File: config.mk
export PLATFORM = sky130hd
export DESIGN_NAME = latch_queue
export DESIGN_NICKNAME = d
export VERILOG_FILES = /design/src/rtl/latch_pkg.sv /design/src/rtl/latch_queue_mem.sv /design/src/rtl/latch_queue.sv
export SDC_FILE = /design/constraint.sdc
export NUM_CORES = 1
export LEC_CHECK = 0
export BUFFER_PORTS_ARGS = -buffer_cell sky130_fd_sc_hd__buf_2
export CAP_MARGIN = 20
export CELL_PAD_IN_SITES_DETAIL_PLACEMENT = 0
export CELL_PAD_IN_SITES_GLOBAL_PLACEMENT = 2
export CORE_MARGIN = 5
export CORE_UTILIZATION = 40
export DETAILED_ROUTE_END_ITERATION = 10
export GPL_ROUTABILITY_DRIVEN = 0
export PLACE_DENSITY_LB_ADDON = 0.1
export RECOVER_POWER = 50
export SKIP_CTS_REPAIR_TIMING = 1
export SYNTH_ARGS = -nofsm -noshare
export SYNTH_HDL_FRONTEND = slang
export SYNTH_SLANG_ARGS = --single-unit
File: constraint.sdc
create_clock -name ap_clk -period 5.8 [get_ports ap_clk]
set_clock_uncertainty 0.15 [all_clocks]
set_input_delay 0.58 -clock ap_clk [delete_from_list [all_inputs] [get_ports ap_clk]]
set_output_delay 0.58 -clock ap_clk [all_outputs]
set_load 0.02 [all_outputs]
File: src/rtl/latch_pkg.sv
// latch_pkg: shared types and helpers for the latch_queue capture queue.
`default_nettype none

package latch_pkg;

  typedef enum logic {
    LATCH_DROP_NEW         = 1'b0,
    LATCH_OVERWRITE_OLDEST = 1'b1
  } latch_ovf_mode_e;

  function automatic int unsigned ptr_width(input int unsigned depth);
    return (depth > 1) ? $clog2(depth) : 1;
  endfunction

endpackage

`default_nettype wire

File: src/rtl/latch_queue_mem.sv
// latch_queue_mem: DEPTH x WIDTH register array, one write port, async read, no reset.
`default_nettype none

module latch_queue_mem
  import latch_pkg::*;
#(
  parameter int unsigned WIDTH = 32,
  parameter int unsigned DEPTH = 4,
  localparam int unsigned PW   = ptr_width(DEPTH)
) (
  input  logic             clk_i,
  input  logic             we_i,
  input  logic [PW-1:0]    waddr_i,
  input  logic [WIDTH-1:0] wdata_i,
  input  logic [PW-1:0]    raddr_i,
  output logic [WIDTH-1:0] rdata_o
);

  logic [WIDTH-1:0] mem_q [DEPTH];

  always_ff @(posedge clk_i) begin
    if (we_i) begin
      mem_q[waddr_i] <= wdata_i;
    end
  end

  assign rdata_o = mem_q[raddr_i];

endmodule

`default_nettype wire

File: src/rtl/latch_queue.sv
// latch_queue: DEPTH-entry capture queue with occupancy, overflow policy and sticky overflow flag.
`default_nettype none

module latch_queue
  import latch_pkg::*;
#(
  parameter int unsigned     WIDTH    = 32,
  parameter int unsigned     DEPTH    = 4,
  parameter latch_ovf_mode_e OVF_MODE = LATCH_DROP_NEW
) (
  input  logic                       ap_clk,
  input  logic                       ap_rst_n,
  input  logic                       latch,
  input  logic [WIDTH-1:0]           data_in,
  input  logic                       out_ack,
  input  logic                       clr_ovf,
  output logic [WIDTH-1:0]           data_out,
  output logic                       out_vld,
  output logic                       full,
  output logic [$clog2(DEPTH+1)-1:0] level,
  output logic                       overflow
);

  localparam int unsigned PW = ptr_width(DEPTH);
  localparam int unsigned LW = $clog2(DEPTH+1);

  logic [PW-1:0]    head_q, head_d;
  logic [PW-1:0]    tail_q, tail_d;
  logic [LW-1:0]    level_q, level_d;
  logic             ovf_q, ovf_d;
  logic             empty, is_full;
  logic             pop, push, ovf_evt, overwrite, wr_en;
  logic [WIDTH-1:0] rd_data;

  assign empty   = (level_q == '0);
  assign is_full = (level_q == LW'(DEPTH));

  // A pop in the same cycle frees the slot, so a full queue still accepts the word.
  assign pop       = out_ack && !empty;
  assign push      = latch && (!is_full || pop);
  assign ovf_evt   = latch && is_full && !pop;
  assign overwrite = ovf_evt && (OVF_MODE == LATCH_OVERWRITE_OLDEST);
  assign wr_en     = push || overwrite;

  always_comb begin
    head_d  = head_q;
    tail_d  = tail_q;
    level_d = level_q;
    ovf_d   = ovf_q;
    if (wr_en) begin
      tail_d = tail_q + PW'(1);
    end
    if (pop || overwrite) begin
      head_d = head_q + PW'(1);
    end
    if (push && !pop) begin
      level_d = level_q + LW'(1);
    end else if (pop && !push) begin
      level_d = level_q - LW'(1);
    end
    if (ovf_evt) begin
      ovf_d = 1'b1;
    end else if (clr_ovf) begin
      ovf_d = 1'b0;
    end
  end

  always_ff @(posedge ap_clk or negedge ap_rst_n) begin
    if (!ap_rst_n) begin
      head_q  <= '0;
      tail_q  <= '0;
      level_q <= '0;
      ovf_q   <= 1'b0;
    end else begin
      head_q  <= head_d;
      tail_q  <= tail_d;
      level_q <= level_d;
      ovf_q   <= ovf_d;
    end
  end

  latch_queue_mem #(
    .WIDTH (WIDTH),
    .DEPTH (DEPTH)
  ) u_mem (
    .clk_i   (ap_clk),
    .we_i    (wr_en),
    .waddr_i (tail_q),
    .wdata_i (data_in),
    .raddr_i (head_q),
    .rdata_o (rd_data)
  );

  assign data_out = empty ? '0 : rd_data;
  assign out_vld  = !empty;
  assign full     = is_full;
  assign level    = level_q;
  assign overflow = ovf_q;

endmodule

`default_nettype wire

==> insert_results.sql <==
INSERT INTO impl_metrics (metric_group, metric, value, unit) VALUES
('outcome', 'status', 'complete, but fails checks', ''),
('setup_path', 'crit_path_cell_trace', 'or3b_1 > o21a_1 > and2_0', ''),
('route', 'detail_route.wirelength', '9520', 'um'),
('clock_network', 'clock_root_cell', 'sky130_fd_sc_hd__clkbuf_16', ''),
('timing', 'fin_tns_setup', '0', 'ns'),
('floorplanning', 'die-area', '15700', 'um2'),
('layout', 'most_frequent_cells_in_the_layout', 'sky130_fd_sc_hd__edfxtp_1 (128), sky130_fd_sc_hd__clkbuf_1 (39), sky130_fd_sc_hd__buf_2 (37), sky130_fd_sc_hd__and2_1 (32), sky130_fd_sc_hd__mux4_2 (28)', ''),
('yosys', 'postSynthNetCount', '286', ''),
('yosys', 'synthCells', '243', ''),
('yosys', 'synth.ff_latch_count', '136', ''),
('route', 'routed_wire_length_per_instance', '18.5', 'um'),
('yosys', 'synth_area', '5320', 'um2'),
('hold_path', 'hold_path_class', 'input pin to flip-flop', ''),
('global_route', 'largest_net_degree_at_the_start_of_global_routing', '36', ''),
('route', 'vias', '2485', ''),
('route', 'initialDrtViolationCount', '173', ''),
('run', 'drv_cap', '3', ''),
('timing', 'tightest_slew', '2.49', 'ns'),
('timing', 'hold-worst-slack', '0.205', 'ns'),
('yosys', 'compound_gate_fraction_of_synth_area', '0.447', '%'),
('clock_network', 'cts_inserted_buffers', '17', ''),
('timing', 'report.final.setup_viol', '0', ''),
('clock_network', 'cts_tree', 'yes', ''),
('timing', 'final_period_minus_worst_setup_slack', '3.39', 'ns'),
('placement', 'placement.io_buffers', '74', ''),
('timing', 'max-slew-margin-rel', '-65.8', '%'),
('route', 'drt_drc_violations_left', '0', ''),
('setup_path', 'critPathRequiredTime', '5.63', 'ns'),
('layout', 'mostFrequentLayoutCell', 'sky130_fd_sc_hd__edfxtp_1', ''),
('clock_network', 'clk_latency', '0.41', 'ns'),
('layout', 'multiInputGateArea', '1160', 'um2'),
('yosys', 'ys_types', '23', ''),
('yosys', 'yosys.area_share.simple', '4.84', '%'),
('route', 'drt_pre_antenna_iters', '4', ''),
('setup_path', 'timing.critical_path.fanout_max', '32', ''),
('outcome', 'failed_checks', 'capacitance limit, slew limit', ''),
('pwr', 'power.static_leakage', '2.18', 'nW'),
('pwr', 'powerDensity', '571', 'nW/um2'),
('setup_path', 'setup.worst_path.start_class', 'flip-flop', ''),
('setup_path', 'critPathKind', 'flip-flop to flip-flop', ''),
('global_route', 'first_global_vias', '2790', ''),
('layout', 'design.final.nets', '370', ''),
('setup_path', 'critical_path.reg2reg.startpoint', 'level[0]', ''),
('layout', 'flow.area_growth_from_synthesis', '20.4', '%'),
('timing', 'final.period_utilization', '58.5', '%'),
('route', 'antenna_left', '0', ''),
('floorplanning', 'initial_utilization', '40.5', '%'),
('timing', 'number_of_pins_exceeding_their_max_slew_limit_in_the_final_report', '102', ''),
('global_route', 'global_route_wire_length_before_repair', '15500', 'um'),
('global_route', 'globalRouteTotalUtil', '13.3', '%'),
('clock_network', 'htreeDepth', '4', ''),
('clock_network', 'cts.reportedPaths.clkPinSlew', '0.05', 'ns'),
('floorplanning', 'floorplan.io_pins', '75', ''),
('setup_path', 'critical-path-slowest-cell', 'sky130_fd_sc_hd__and2_0', ''),
('floorplanning', 'row_count', '42', ''),
('timing', 'final_hold_viol_count', '0', ''),
('timing', 'rsz0062_at_grt', 'false', ''),
('clock_network', 'cts_max_path_buffers', '2', ''),
('yosys', 'synth_warnings', '0', ''),
('yosys', 'synth_xor_area_share', '0.987', '%'),
('yosys', 'seq_area_frac_synth', '76.0', '%'),
('route', 'vias_per_cell', '4.83', ''),
('global_route', 'globalRouteOverflowTotal', '0', ''),
('setup_path', 'cp_capture_type', 'flip-flop', ''),
('pwr', 'vdd_drop_max', '0.248', 'mV'),
('yosys', 'post_synth_fa_ha_maj_area_fraction', '1.55', '%'),
('global_route', 'initial_antenna_violation_count', '0', ''),
('layout', 'fraction_of_final_layout_cells_sized_beyond_drive_strength_1', '29.8', '%'),
('layout', 'seq_area', '4050', 'um2'),
('timing', 'highest_clock_rate', '295', 'MHz'),
('placement', 'hpwlAfterDp', '5360', 'um');
-- stage by stage --
stage / area, um2 / utilization [%] / power, mW / worst slack, ns
2_1_floorplan: 5320 / - / 2.27 / 3.46
3_3_place_gp: 5850 / 44.6 / 2.62 / 2.94
3_5_place_dp: 5850 / 44.6 / 2.63 / 2.94
4_1_cts: 6460 / 49.2 / 3.74 / 2.49
5_1_grt: 6410 / 48.8 / 3.87 / 2.11
6_report: 6410 / 48.8 / 3.66 / 2.41
-- layer usage --
metal	part of all wire [%]	vias up	GRT usage, %
met3	4.2	17	4.26
met5	0	-	0
met2	49	63	20.6
li1	-	1143	-
met1	45	1262	16.7
met4	2.0	0	6.95
-- cell type report --
class | instances | share of cell area (%)
clock buffer | 18 | 6.70
clock inverter | 13 | 2.79
inverter | 6 | 0.351
multi-input combinational | 89 | 18.2
sequential | 136 | 63.2
tap | 176 | 3.44
timing repair buffer | 77 | 5.39
-- registers in the layout, indices dropped and copies added (netlist names) --
name	flops
u_mem.mem_q	128
tail_q	2
overflow	1
level	3
head_q	2
-- cell usage after synthesis --
| master | number | area [um2] |
|---|---|---|
| sky130_fd_sc_hd__and2_1 | 32 | 200 |
| sky130_fd_sc_hd__and2_2 | 4 | 30.0 |
| sky130_fd_sc_hd__buf_2 | 3 | 15.0 |
| sky130_fd_sc_hd__buf_6 | 4 | 45.0 |
| sky130_fd_sc_hd__clkbuf_1 | 5 | 18.8 |
| sky130_fd_sc_hd__dfrtp_1 | 8 | 200 |
| sky130_fd_sc_hd__edfxtp_1 | 128 | 3840 |
| sky130_fd_sc_hd__fa_1 | 1 | 20.0 |
| sky130_fd_sc_hd__ha_1 | 5 | 62.6 |
| sky130_fd_sc_hd__inv_1 | 6 | 22.5 |
| sky130_fd_sc_hd__mux2_2 | 1 | 11.3 |
| sky130_fd_sc_hd__mux2_4 | 1 | 15.0 |
| sky130_fd_sc_hd__mux4_1 | 4 | 105 |
| sky130_fd_sc_hd__mux4_2 | 28 | 631 |
| sky130_fd_sc_hd__nand2_1 | 1 | 3.75 |
| sky130_fd_sc_hd__nand3_1 | 1 | 5.00 |
| sky130_fd_sc_hd__nor2_1 | 1 | 3.75 |
| sky130_fd_sc_hd__o21a_4 | 1 | 15.0 |
| sky130_fd_sc_hd__o32ai_1 | 1 | 8.76 |
| sky130_fd_sc_hd__or3_1 | 1 | 6.26 |
| sky130_fd_sc_hd__or3b_1 | 1 | 8.76 |
| sky130_fd_sc_hd__xnor2_1 | 4 | 35.0 |
| sky130_fd_sc_hd__xor2_1 | 2 | 17.5 |
-- logic make-up (layout without fill, tap and decap cells) --
family | Yosys count | after routing
fa+ha+maj | 6 | 6
mux | 34 | 34
simple gates | 41 | 41
xor+xnor | 6 | 6
flops | 136 | 136
compound gates | 2 | 2
buf+inv | 18 | 114
-- path summary, 6_finish.rpt --
kind	to	slack [ns]	cells after the start
setup / recovery	u_mem.mem_q[2][23]	2.41	3
hold / removal	overflow	0.20	2
setup reg to reg	u_mem.mem_q[2][23]	2.41	3
hold reg to reg	level[2]	0.36	1
max in group asynchronous	head_q[1]	4.68	2
min in group asynchronous	level[2]	0.48	2
-- report_power, final --
part | total [mW] | internal [mW] | switching (mW)
clock network | 1.10 | 0.713 | 0.387
registers | 1.44 | 1.31 | 0.130
logic | 1.12 | 0.496 | 0.626
total | 3.66 | 2.52 | 1.14
-- worst max-delay path: cells and delay by family, from the launching register on --
| kind | cells | cell delay [ns] |
|---|---|---|
| AO/OA/AOI/OAI | 1 | 0.29 |
| flip-flops | 1 | 0.45 |
| AND/OR/NAND/NOR | 2 | 2.06 |
Power figures use the tool's default switching activity.
